File: config.mk
export PLATFORM = sky130hd
export DESIGN_NAME = serial_adder
export DESIGN_NICKNAME = d
export VERILOG_FILES = /design/src/rtl/serial_adder.sv
export SDC_FILE = /design/constraint.sdc
export NUM_CORES = 1
export LEC_CHECK = 0
export ABC_AREA = 1
export CORE_MARGIN = 2
export CORE_UTILIZATION = 40
export DETAILED_ROUTE_END_ITERATION = 6
export PLACE_DENSITY = 0.72
export SYNTH_ARGS = -nofsm -noshare
export SYNTH_HDL_FRONTEND = slang
export SYNTH_SLANG_ARGS = --single-unit
File: constraint.sdc
create_clock -name clk -period 3.1 [get_ports clk]
set_clock_uncertainty 0.1 [all_clocks]
set_input_delay 0.62 -clock clk [delete_from_list [all_inputs] [get_ports clk]]
set_output_delay 0.62 -clock clk [all_outputs]
set_load 0.02 [all_outputs]
File: src/rtl/serial_adder.sv
// Multi-cycle adder: one DIGIT-bit slice per clock, LSB digit first.
// start/busy/done handshake; results committed only on the final step.
module serial_adder #(
    parameter int WIDTH = 8,
    parameter int DIGIT = 1
) (
    input  logic             clk,
    input  logic             rst,
    input  logic             start,
    input  logic [WIDTH-1:0] a,
    input  logic [WIDTH-1:0] b,
    input  logic             cin,
    output logic             busy,
    output logic             done,
    output logic [WIDTH-1:0] sum,
    output logic             cout,
    output logic             overflow
);
    localparam int STEPS = WIDTH / DIGIT;
    localparam int CW = (STEPS > 1) ? $clog2(STEPS) : 1;
    localparam logic [CW-1:0] LAST = CW'(STEPS - 1);

    typedef enum logic [1:0] {IDLE, RUN, DONE} state_t;

    state_t           state;
    logic [WIDTH-1:0] a_q;
    logic [WIDTH-1:0] b_q;
    logic [WIDTH-1:0] acc;
    logic             carry;
    logic [CW-1:0]    count;

    logic [DIGIT:0]   dsum;
    logic [DIGIT-1:0] dig;
    logic             c_out;
    logic             c_msb;
    logic [WIDTH-1:0] acc_next;

    always_comb begin
        dsum = {1'b0, a_q[DIGIT-1:0]}
             + {1'b0, b_q[DIGIT-1:0]}
             + {{DIGIT{1'b0}}, carry};
        dig   = dsum[DIGIT-1:0];
        c_out = dsum[DIGIT];
        // carry into the slice MSB, recovered from its sum bit
        c_msb = dig[DIGIT-1] ^ a_q[DIGIT-1] ^ b_q[DIGIT-1];
        acc_next = (acc >> DIGIT)
                 | (WIDTH'(dig) << (WIDTH - DIGIT));
    end

    always_ff @(posedge clk) begin
        if (rst) begin
            state    <= IDLE;
            busy     <= 1'b0;
            done     <= 1'b0;
            sum      <= '0;
            cout     <= 1'b0;
            overflow <= 1'b0;
            a_q      <= '0;
            b_q      <= '0;
            acc      <= '0;
            carry    <= 1'b0;
            count    <= '0;
        end else begin
            case (state)
                IDLE, DONE: begin
                    done <= 1'b0;
                    if (start) begin
                        a_q   <= a;
                        b_q   <= b;
                        carry <= cin;
                        acc   <= '0;
                        count <= '0;
                        busy  <= 1'b1;
                        state <= RUN;
                    end else begin
                        state <= IDLE;
                    end
                end
                RUN: begin
                    a_q   <= a_q >> DIGIT;
                    b_q   <= b_q >> DIGIT;
                    acc   <= acc_next;
                    carry <= c_out;
                    if (count == LAST) begin
                        sum      <= acc_next;
                        cout     <= c_out;
                        overflow <= c_msb ^ c_out;
                        busy     <= 1'b0;
                        done     <= 1'b1;
                        state    <= DONE;
                    end else begin
                        count <= count + 1'b1;
                    end
                end
                default: state <= IDLE;
            endcase
        end
    end
endmodule

==> results of run 1 <==
path summary, 6_finish.rpt:
| path | start | endpoint | slack, ps | cells past startpoint |
|---|---|---|---|---|
| min | acc[1]$_SDFFE_PP0P_ | sum[0]$_SDFFE_PP0P_ | 350 | 2 |
| max | sum[6]$_SDFFE_PP0P_ | sum[6] | 1140 | 1 |
| max reg2reg | a_q[0]$_SDFFE_PP0P_ | overflow$_SDFFE_PP0P_ | 1430 | 8 |
| min reg2reg | acc[1]$_SDFFE_PP0P_ | sum[0]$_SDFFE_PP0P_ | 350 | 2 |
final cells by class:
class	count	area (µm²)	share of cell area
tap	50	62.6	0.0307
clock inverter	2	10.0	0.00491
clock buffer	6	72.6	0.0356
multi-input combinational	150	687	0.337
sequential	41	821	0.403
inverter	17	66.3	0.0326
timing repair buffer	32	318	0.156
synthesized netlist by cell type:
cell type,count
nor2_2,1
nor3_1,1
buf_2,2
ha_1,2
nor2_1,7
fa_1,1
nand2_2,3
nor2_4,1
inv_2,3
inv_1,12
dfxtp_1,41
clkinv_1,1
nand2_1,92
a21oi_1,13
inv_4,1
o21ai_0,3
buf_6,4
clkbuf_1,2
a31oi_1,15
buf_4,1
nand3_1,11
routing by layer:
layer,track usage,vias to the layer above,routed length [µm]
met5,0,-,0
met4,0.0750,0,65
met3,0.0395,8,121
met2,0.263,32,1290
met1,0.203,604,1600
li1,-,748,-
kinds of logic (layout without fill, tap and decap cells):
family | count (synthesis) | in the layout | synth area share
buffers and inverters | 26 | 57 | 0.0830
adder cells (fa/ha/maj) | 3 | 3 | 0.0274
AND/OR/NAND/NOR | 116 | 116 | 0.285
flip-flops | 41 | 41 | 0.499
AO/OA/AOI/OAI | 31 | 31 | 0.106
flip-flops by register name, indices dropped and copies added, names as in the netlist:
signal and count:
a_q 8, acc 7, b_q 8, busy 1, carry 1, count 3, cout 1, done 1
overflow 1, state 2, sum 8
power by group through the flow:
stage	Sequential [mW]	Clock, mW	Combinational [mW]
floorplan	0.569	0	0.0854
global placement	0.570	0	0.117
detailed placement	0.570	0	0.119
CTS	0.559	0.340	0.119
global route	0.562	0.359	0.135
finish	0.558	0.332	0.117
placed cells by master, fill, tap and decap left out, drive strengths merged:
| master | Yosys | layout |
|---|---|---|
| o21ai | 3 | 3 |
| a31oi | 15 | 15 |
| clkdlybuf4s50 | 0 | 31 |
| fa | 1 | 1 |
| inv | 16 | 16 |
| buf | 7 | 1 |
| a21oi | 13 | 13 |
| dfxtp | 41 | 41 |
| nand3 | 11 | 11 |
| clkinv | 1 | 3 |
| nand2 | 95 | 95 |
| ha | 2 | 2 |
| clkbuf | 2 | 6 |
| nor3 | 1 | 1 |
| nor2 | 9 | 9 |
metrics by stage:
step	utilization	total power [mW]	setup slack (ps)	std cells	area (µm²)
2_1_floorplan	-	0.655	1580	217	1640
3_3_place_gp	0.492	0.687	1110	290	1950
3_5_place_dp	0.492	0.690	1080	290	1950
4_1_cts	0.513	1.02	1120	298	2040
5_1_grt	0.513	1.06	1090	298	2040
6_report	0.513	1.01	1140	298	2040
==> metrics.md, run 1 <==
| Metric | Value |
|---|---|
| Die width | `a little under 70 µm` |
| Site row count | `23` |
| Hold Buf Count CTS | `0` |
| Synthesized cell area | `about 1600 µm²` |
| Final slew viol count | `0` |
| Layout cells sized above 1 | `0.0685` |
| Final setup fails | `0` |
| Area leader, netlist | `dfxtp_1` |
| CP arrival | `roughly 1200 ps` |
| Core ar. | `3970 µm²` |
| Post-synthesis register bit count | `between 40 and 50` |
| Hpwl dp | `approximately 2100 µm` |
| Int Pwr | `~0.75 mW` |
| Post-CTS Resized | `0` |
| RSZ-0062 raised after global routing | `false` |
| Vias in the first global route | `roughly 1400` |
| Worst Path Buf+Inv | `1` |
| Overall routed net length | `between 3000 and 4000 µm` |
| Pre-antenna DRT Iters | `4` |
| Clock sinks | `41` |
| Antenna cell count | `0` |
| Fillers | `between 400 and 500` |
| Syn nets | `240` |
| Via count | `approximately 1400` |
| Final hold slack | `355 ps` |
| Synth top area share | `0.499` |
| Largest net degree at the start of global routing | `30` |
| First-pass GRT wire length | `around 5700 µm` |
| Hold Path Class | `reg2reg` |
| Min Tclk post-route | `just under 2000 ps` |
| Ys Warns | `0` |
| Slew @ Worst Pin | `roughly 370 ps` |
| 1st-iter DRT viols | `57` |
| Root Buffer | `clkbuf_8` |
| Crit-path max cell delay | `roughly 600 ps` |
| Area delta synth->final | `23.9%` |
| Post-synthesis average cell area | `about 7.6 µm²` |
| Routed Antenna Nets | `0` |
| WL/cell | `about 10 µm` |
| Synth area leaders | `dfxtp_1, nand2_1, a31oi_1` |
| Die height | `between 60 and 70 µm` |
| CTS tree | `built` |
| Crit path max-delay family | `buffers and inverters` |
| Worst skew pair latency | `290 ps` |
| DRC | `0` |
| Cells after synthesis | `approximately 220` |
| Max-cap violation count | `0` |
| Via density | `~4.7` |
| Critical path type | `reg2out` |
| Crit. End Element | `output port` |
| Clk pwr share | `0.330` |
| Post-synth cell types | `21` |
| Boundary Pins | `32` |
| Pwr dens | `495 nW/µm²` |
| Global Route Usage Sum | `0.162` |
| Clk slew on worst S/H paths | `70 ps` |
| Leakage | `approximately 0.80 nW` |
| Initial antenna violation count | `0` |
| Number of CTS-inserted buffers | `5` |
| Post-CTS setup buffer count | `0` |
| Final net count | `270` |
| WP data required | `2380 ps` |
| PortBufs | `31` |
| Die area | `~4600 µm²` |
| Switch share | `0.253` |
| Initial Util | `0.414` |
| TNS Setup | `0 ps` |
| Max Fclk | `approximately 500 MHz` |
| Outcome | `completed` |
| Endpoints failing hold | `0` |
| H-tree depth | `2` |
| GP Congestion | `about 0.7` |
| Net Switching | `around 0.26 mW` |
| Crit share post-route | `0.633` |
| Longest Clk Path Bufs | `2` |
| Sequential group share of total power | `0.554` |
| Worst vdd ir | `301 µV` |
| Rel. slew slack | `0.756` |
| Grt total ovfl | `0` |
| Worst path cell trace | `clkdlybuf4s50_1` |
| Slowest-stage cell, CP | `clkdlybuf4s50_1` |
| Combinational share of power | `0.116` |
| Register area share after synthesis | `0.499` |
| Worst setup SP type | `flop` |
| Max FO, Critical Path | `2` |
(Power assumes the default switching activity.)
==> run 2, diff against run 1 <==
==> constraint.sdc (replaced) <==
create_clock -name clk -period 2 [get_ports clk]
set_clock_uncertainty 0.1 [all_clocks]
set_input_delay 0.4 -clock clk [delete_from_list [all_inputs] [get_ports clk]]
set_output_delay 0.4 -clock clk [all_outputs]
set_load 0.02 [all_outputs]
==> run 2 against run 1 <==
  * Sequential power up 55%
  * Core utilization up 0.28 points
  * First-iteration DRC count up 33%
  * Global-route usage down 0.42 points
  * Sequential cell count unchanged
  * Cell area up 0.55%
  * Critical path depth unchanged
  * Critical endpoint is now overflow
==> metrics.md, run 2 (synthesis results as in run 1) <==
| Metric | Value |
|---|---|
| Die height | `68.1 µm (unchanged)` |
| H-tree depth | `2 (unchanged)` |
| CP arrival | `1240 ps (about the same)` |
| Total Power | `1.58 mW (was 1.01 mW)` |
| Worst Path Buf+Inv | `1 (unchanged)` |
| Worst vdd ir | `455 µV (was 301 µV)` |
| GP Congestion | `0.709 (was 0.710)` |
| Max-cap violation count | `0 (unchanged)` |
| Hold Path Class | `reg2reg (unchanged)` |
| Biggest registers after layout | `a_q x8, b_q x8, sum x8 (unchanged)` |
| Die area | `4640 µm² (unchanged)` |
| Worst Setup EP | `overflow (was sum[6])` |
| WL/cell | `10.6 µm (was 10.3 µm)` |
| Sequential group share of total power | `0.549 (was 0.554)` |
| Layout cells sized above 1 | `0.0763 (was 0.0685)` |
| Combinational share of power | `0.117 (was 0.116)` |
| Clk pwr share | `0.333 (was 0.330)` |
| Crit. End Element | `output port (unchanged)` |
| Number of CTS-inserted buffers | `5 (unchanged)` |
| Reg2reg path depth | `8 (unchanged)` |
| Hpwl dp | `2140 µm (was 2090 µm)` |
| Max FO, Critical Path | `2 (unchanged)` |
| Routed Antenna Nets | `0 (unchanged)` |
| Reg2reg setup slack | `290 ps (was 1430 ps)` |
| Core Util, Final | `0.516 (was 0.513)` |
| Fillers | `404 (was 413)` |
| Longest Clk Path Bufs | `2 (unchanged)` |
| 1st-iter DRT viols | `76 (was 57)` |
| CP Launch Point | `overflow$_SDFFE_PP0P_ (was sum[6]$_SDFFE_PP0P_)` |
| Worst r2r src | `a_q[0]$_SDFFE_PP0P_ (unchanged)` |
| Crit path depth | `1 (unchanged)` |
| PortBufs | `31 (unchanged)` |
| Post-CTS setup buffer count | `0 (unchanged)` |
| Critical path type | `reg2out (unchanged)` |
| Grt total ovfl | `0 (unchanged)` |
| Slew @ Worst Pin | `369 ps (was 366 ps)` |
| Worst skew pair latency | `290 ps (about the same)` |
| Largest net degree at the start of global routing | `30 (unchanged)` |
| First-pass GRT wire length | `5420 µm (was 5710 µm)` |
| Die width | `68.1 µm (unchanged)` |
| RSZ-0062 raised after global routing | `false (unchanged)` |
| Initial antenna violation count | `0 (unchanged)` |
| Final slew viol count | `0 (unchanged)` |
| Multi-input gate area | `687 µm² (unchanged)` |
| Pre-antenna DRT Iters | `4 (unchanged)` |
| Via density | `4.70 (was 4.67)` |
| Crit-path max cell delay | `600 ps (about the same)` |
| Switch share | `0.260 (was 0.253)` |
| WP data required | `1500 ps (was 2380 ps)` |
| Commonest non-fill, non-tap cell in the layout | `nand2_1 (unchanged)` |
| Site row count | `23 (unchanged)` |
| Post-CTS Resized | `0 (unchanged)` |
| Max Fclk | `574 MHz` |
| Min Tclk post-route | `between 1500 and 2000 ps` |
| Area delta synth->final | `24.6% (was 23.9%)` |
| DRC | `0 (unchanged)` |
| Net Switching | `0.410 mW (was 0.255 mW)` |
| Hold Buf Count CTS | `0 (unchanged)` |
| CTS tree | `built (unchanged)` |
| Worst setup SP type | `flop (unchanged)` |
| Int Pwr | `1.17 mW (was 0.753 mW)` |
| Vias in the first global route | `1209 (was 1397)` |
| Core ar. | `3970 µm² (unchanged)` |
| Root Buffer | `clkbuf_8 (unchanged)` |
| Final setup fails | `0 (unchanged)` |
| Final Instance Area | `2050 µm² (was 2040 µm²)` |
| Area after DPL | `1960 µm² (was 1950 µm²)` |
| Rel. slew slack | `0.754 (was 0.756)` |
| Boundary Pins | `32 (unchanged)` |
| Crit path max-delay family | `buffers and inverters (unchanged)` |
| Endpoints failing hold | `0 (unchanged)` |
| Most frequent cells in the layout | `nand2_1, dfxtp_1, clkdlybuf4s50_1, a31oi_1, a21oi_1 (unchanged)` |
| Antenna cell count | `0 (unchanged)` |
| Global Route Usage Sum | `0.158 (was 0.162)` |
| Outcome | `completed (unchanged)` |
| Leakage | `0.808 nW (was 0.804 nW)` |
| Clock sinks | `41 (unchanged)` |
| Worst path cell trace | `clkdlybuf4s50_1 (unchanged)` |
| Via count | `1404 (was 1392)` |
| Pwr dens | `770 nW/µm² (was 495 nW/µm²)` |
| Reg area | `821 µm² (unchanged)` |
| TNS Setup | `0 ps (unchanged)` |
| Initial Util | `0.414 (unchanged)` |
| FF-to-FF End | `overflow$_SDFFE_PP0P_ (unchanged)` |
| Final net count | `271 (was 270)` |
| Clk slew on worst S/H paths | `80 ps (was 70 ps)` |
| Slowest-stage cell, CP | `clkdlybuf4s50_1 (unchanged)` |
| Overall routed net length | `3180 µm (was 3070 µm)` |
| Crit share post-route | `0.872` |
[run 2: cell count changes in the layout (fill, tap and decap cells not counted)]
cell / before / now
buf_4: 1 / 2
clkbuf_1: 1 / 0
clkinvlp_4: 0 / 1
[run 2: through the flow]
stage | hold WS, ps | setup slack [ps] | instances
6_report | 367 | 257 | 299
5_1_grt | 393 | 179 | 299
4_1_cts | 367 | 247 | 299
3_5_place_dp | 353 | 324 | 291
3_3_place_gp | 339 | 345 | 291
2_1_floorplan | 319 | 482 | 217
[run 2: power by group through the flow]
| stage | Combinational, mW | Sequential [mW] | Clock (mW) |
|---|---|---|---|
| after floorplan | 0.132 | 0.883 | 0 |
| after global placement | 0.183 | 0.884 | 0 |
| after detailed placement | 0.187 | 0.884 | 0 |
| after CTS | 0.187 | 0.866 | 0.545 |
| after global routing | 0.209 | 0.870 | 0.577 |
| final | 0.185 | 0.866 | 0.526 |
[run 2: final cells by class]
class | instances | area share
Clock buffer | 5 | 0.0336
Clock inverter | 3 | 0.00855
Inverter | 17 | 0.0324
Multi-Input combinational cell | 150 | 0.335
Sequential cell | 41 | 0.401
Tap cell | 50 | 0.0305
Timing Repair Buffer | 33 | 0.159
[run 2: worst min-delay path by stage]
| stage | startpoint | to | slack [ps] | depth (start not counted) |
|---|---|---|---|---|
| floorplan | acc[1]$_SDFFE_PP0P_ | sum[0]$_SDFFE_PP0P_ | 320 | 2 |
| global placement | acc[1]$_SDFFE_PP0P_ | sum[0]$_SDFFE_PP0P_ | 340 | 2 |
| detailed placement | acc[1]$_SDFFE_PP0P_ | sum[0]$_SDFFE_PP0P_ | 350 | 2 |
| CTS | a_q[7]$_SDFFE_PP0P_ | a_q[7]$_SDFFE_PP0P_ | 370 | 2 |
| global route | sum[4]$_SDFFE_PP0P_ | sum[4]$_SDFFE_PP0P_ | 390 | 2 |
| finish | a_q[7]$_SDFFE_PP0P_ | a_q[7]$_SDFFE_PP0P_ | 370 | 2 |
[run 2: per-layer routing]
layer | vias up | GRT usage | share of wire
li1 | 754 | - | -
met1 | 602 | 0.202 | 0.50
met2 | 42 | 0.243 | 0.43
met3 | 6 | 0.0559 | 0.057
met4 | 0 | 0.0650 | 0.015
met5 | - | 0 | 0
==> RTL edit 1, RTL diff (flow settings as in run 2) <==
The parameter `WIDTH` goes from 8 to 32.
--- a/src/rtl/serial_adder.sv
+++ b/src/rtl/serial_adder.sv
@@ -2,5 +2,5 @@
 // start/busy/done handshake; results committed only on the final step.
 module serial_adder #(
-    parameter int WIDTH = 8,
+    parameter int WIDTH = 32,
     parameter int DIGIT = 1
 ) (
Interface: changed (resized a, b and sum); port bits go from 32 to 104. No check against the original RTL was run, so the function may have changed too.
==> RTL edit 1 against run 2 <==
Total power increased to 4.7 times the old value. Cell count increased to 3.5 times the old value. Count of clock-buffer cells in the layout increased by 15. Die area increased to 3.3 times the old value. Sequential share of layout area decreased by 3.1 points. Sequential cell count increased by 98. Final area increased to 3.7 times the old value. Wire length increased to 4.1 times the old value. Highest routed layer unchanged. Setup slack got worse by 0.18 ns. Sequential power increased to 3.5 times the old value. Largest power group is now clock. Clock power increased to 6.8 times the old value. Synthesized area increased to 3.5 times the old value.
==> RTL edit 1: results (changes against run 2) <==
grt:
  track_usage: 0.182  # +0.0239
  grt_max_degree: 94  # +210%
  grt_pass1_wl_um: 21800  # +300%
hold_path:
  hp-start: "acc[28]"
yosys:
  yosys.area_share.adder: 0.00793  # -0.0195
  synth_compound_area_frac: 0.0679  # -0.0379
  synthTopCellsByArea: "dfxtp_1 (49%), nand2_1 (12%), nor3_1 (8.1%)"
  syn_nets: 846  # +250%
clock_tree:
  htreeDepth: 4  # +2
  worstSkewPairLatency_ns: 0.42  # +0.13 ns
  cts_inserted_buffers: 17  # +12
  clock-root-buffer: "clkbuf_16"
  clkTransAtPathRegs_ns: 0.06  # -0.02 ns
route:
  avgRoutedWirePerCell_um: 12.4  # +16%
  drt_iter0_drc: 275  # +260%
  via_per_inst: 4.89  # +4.1%
placed_design:
  place.gp.congestion: 0.767  # +8.3%
  place_hpwl_um: 8300  # +290%
  port_buffers: 103  # +230%
status:
  outcome: "complete, no violations"
timing:
  fin_crit_sh: 0.960  # +0.0880
cells_and_area:
  finish.net_count: 930  # +240%
  n_fill_cell: 1289  # +220%
  drive_gt1_frac: 0.0711  # -0.00520
  reg_top3: "a_q (32), b_q (32), sum (32)"
pwr:
  leakagePower_nw: 3.04  # +280%
setup_path:
  arrival_ns: 1.42  # +0.18 ns
  slowest_delay_ns: 0.63  # +0.03 ns
  timing.rr.start: "count[0]"
  crit_start: "sum[0]"
RTL edit 1: where the power goes:
part | switching [mW] | internal [mW]
Combinational | 0.458 | 0.358
Sequential | 0.0694 | 2.92
Clock | 1.16 | 2.43
RTL edit 1: kinds of logic (layout without fill, tap and decap cells):
group | count (synthesis) | after routing
buf+inv | 102 | 199
compound gates | 77 | 77
fa+ha+maj | 3 | 3
simple gates | 454 | 454
flops | 139 | 139
RTL edit 1: timing repair:
action / in CTS / in global routing
hold endpoints to repair: 0 / 0
endpoints found under the setup margin: 0 / 5
gates resized for setup: 0 / 4
RTL edit 1: worst paths after layout:
path | endpoint | depth (start not counted) | slack, ns
worst max-delay path | sum[0] | 1 | 0.08
worst min-delay path | sum[27] | 2 | 0.36
worst max register to register | sum[7] | 11 | 0.20
worst min register to register | sum[27] | 2 | 0.36
RTL edit 1: cell type report:
cell class,instances,share of cell area
inverters,48,0.0243
repair buffers,119,0.162
multi-input cells,534,0.323
flip-flops and latches,139,0.370
well taps,180,0.0299
clock inverters,12,0.0288
clock buffers,20,0.0620
RTL edit 1: routing by layer:
layer	wire, um	track usage
met5	0	0
met4	169	0.0611
met3	625	0.0503
met2	6120	0.301
met1	6100	0.229
RTL edit 1: metrics by stage:
stage | instance area [um2] | hold WS, ns | setup slack (ns) | std cells | utilization
finish | 7530 | 0.363 | 0.0806 | 1052 | 0.542
global placement | 6830 | 0.351 | 0.111 | 1020 | 0.492
CTS | 7520 | 0.368 | 0.0663 | 1052 | 0.541
floorplan | 5680 | 0.334 | 0.378 | 775 | -
detailed placement | 6830 | 0.354 | 0.0876 | 1020 | 0.492
global route | 7530 | 0.384 | 0.0133 | 1052 | 0.542
==> RTL edit 2, RTL diff (config.mk and constraints of run 2) <==
Without the edit above. Register the output `sum` once more, with the module's reset; this adds one clock of latency there. The other outputs are not delayed to match.
--- a/src/rtl/serial_adder.sv
+++ b/src/rtl/serial_adder.sv
@@ -22,4 +22,6 @@
 
     typedef enum logic [1:0] {IDLE, RUN, DONE} state_t;
+
+    logic [WIDTH-1:0] sum_s0;
 
     state_t           state;
@@ -53,5 +55,5 @@
             busy     <= 1'b0;
             done     <= 1'b0;
-            sum      <= '0;
+            sum_s0   <= '0;
             cout     <= 1'b0;
             overflow <= 1'b0;
@@ -83,5 +85,5 @@
                     carry <= c_out;
                     if (count == LAST) begin
-                        sum      <= acc_next;
+                        sum_s0   <= acc_next;
                         cout     <= c_out;
                         overflow <= c_msb ^ c_out;
@@ -97,4 +99,12 @@
         end
     end
+    always_ff @(posedge clk) begin
+        if (rst) begin
+            sum <= '0;
+        end else begin
+            sum <= sum_s0;
+        end
+    end
+
 endmodule
 
Function: changed (a bounded check fails within 10 cycles, from zero or initial values and one cycle with rst high).
==> RTL edit 2 against run 2 <==
Combinational power barely moved. Synthesized cell count rose by 9.2%. Largest power group unchanged. Final area rose by 11%. Setup slack got worse by 0.020 ns. Wire length rose by 9.1%. Sequential cell count rose by 8. Critical path type unchanged. Synthesized area rose by 11%. First-iteration DRC count rose by 76%. Total power rose by 19%.
==> RTL edit 2: results (changes against run 2) <==
yosys:
  synth_area_per_cell_um2: 7.72  # +1.9%
  syn_nets: 260  # +8.3%
  ys_async_sr_fraction: 0  # unchanged
  synth_commonest_cells: "nand2_1 (98), dfxtp_1 (49), inv_1 (18)"
  ys_types: 21  # unchanged
  synthTopCellsByArea: "dfxtp_1 (54%), nand2_1 (20%), a31oi_1 (5.1%)"
  yosysSeqAreaShare: 0.536  # +0.0366
  ys_warn_count: 0  # unchanged
cells_and_area:
  finish.net_count: 290  # +7.0%
  n_fill_cell: 427  # +5.7%
  drive_gt1_frac: 0.0674  # -0.00889
  utilization: 0.517  # +0.00166
  num_antenna_cells: 0  # unchanged
clock_tree:
  ctsResizeCount: 0  # unchanged
  worstSkewPairLatency_ns: 0.29  # about the same
  cts_inserted_buffers: 5  # unchanged
  clock-root-buffer: "clkbuf_8"
  clkTransAtPathRegs_ns: 0.09
  htreeDepth: 2  # unchanged
  post_cts_buffers: 0  # unchanged
grt:
  grt_pass1_vias: 1365  # +13%
  grt_pass1_wl_um: 5930  # +9.4%
  track_usage: 0.147  # -0.0115
  antenna_found_initial: 0  # unchanged
  grt_max_degree: 36  # +20%
status:
  outcome: "complete, no violations"
placed_design:
  post-place-ws_ns: 0.285  # -0.0389 ns
  place_area_um2: 2160  # +10%
  dp.cells: 312  # +7.2%
  place.gp.congestion: 0.775  # +9.3%
  place_hpwl_um: 2320  # +8.4%
  port_buffers: 31  # unchanged
route:
  avgRoutedWirePerCell_um: 10.9  # +2.3%
  drt_iter0_drc: 134  # +76%
  first_pass_iters: 4  # unchanged
  routed_wl_um: 3470  # +9.1%
  via_per_inst: 4.74  # +0.87%
hold_path:
  min_path_cells: 2  # unchanged
  min_path_type: "reg -> reg"
pwr:
  leakagePower_nw: 0.895  # +11%
  ir_worst_vdd_mv: 0.435  # -4.5%
  p_clk_mw: 0.673  # +28%
  pg_seq_mw: 1.02  # +18%
  p_int_mw: 1.45  # +24%
setup_path:
  slowest_stage: "clkdlybuf4s50_1"
  worstPathMaxFanout: 2  # unchanged
  rr_worst_depth: 8  # unchanged
  arrival_ns: 1.26  # +0.02 ns
  critical-path-top-delay-family: "buffers and inverters"
timing:
  worst_slew_pin_slew_ns: 0.401  # +0.0320 ns
## RTL edit 2: path summary, 6_finish.rpt
kind | startpoint | end | slack [ns]
worst max-delay path | done | done | 0.24
worst min-delay path | sum_s0[5] | sum[5] | 0.33
worst max register to register | a_q[0] | overflow | 0.27
worst min register to register | sum_s0[5] | sum[5] | 0.33
## RTL edit 2: metal layers
| layer | wire, um | global-route usage | share of wire |
|---|---|---|---|
| met1 | 1630 | 0.185 | 0.47 |
| met5 | 0 | 0 | 0 |
| met4 | 27 | 0.0461 | 0.0078 |
| met2 | 1650 | 0.236 | 0.48 |
| met3 | 152 | 0.0520 | 0.044 |
## RTL edit 2: area by class of cell
type,instances,share of cell area
tap,52,0.0287
multi-input combinational,156,0.309
timing repair buffer,32,0.146
sequential,49,0.432
clock buffer,5,0.0303
clock inverter,2,0.0154
inverter,23,0.0386
## RTL edit 2: metrics by stage
stage | hold WS (ns) | power [mW]
2_1_floorplan | 0.300 | 1.17
3_3_place_gp | 0.307 | 1.23
3_5_place_dp | 0.311 | 1.23
4_1_cts | 0.324 | 1.90
5_1_grt | 0.358 | 1.96
6_report | 0.326 | 1.88
## RTL edit 2: cell families after synthesis
| kind of cell | synth area share |
|---|---|
| flip-flops | 0.536 |
| buffers and inverters | 0.0813 |
| adder cells (fa/ha/maj) | 0.0246 |
| AND/OR/NAND/NOR | 0.249 |
| AO/OA/AOI/OAI | 0.109 |
## RTL edit 2: worst register-to-register path: stages, from the launching register on
cell and delay, ns:
dfxtp_1 0.39, inv_1 0.10, fa_1 0.63, inv_1 0.09
nand2_1 0.06, nand2_1 0.05, nand2_1 0.06, nand3_1 0.06
a21oi_1 0.13
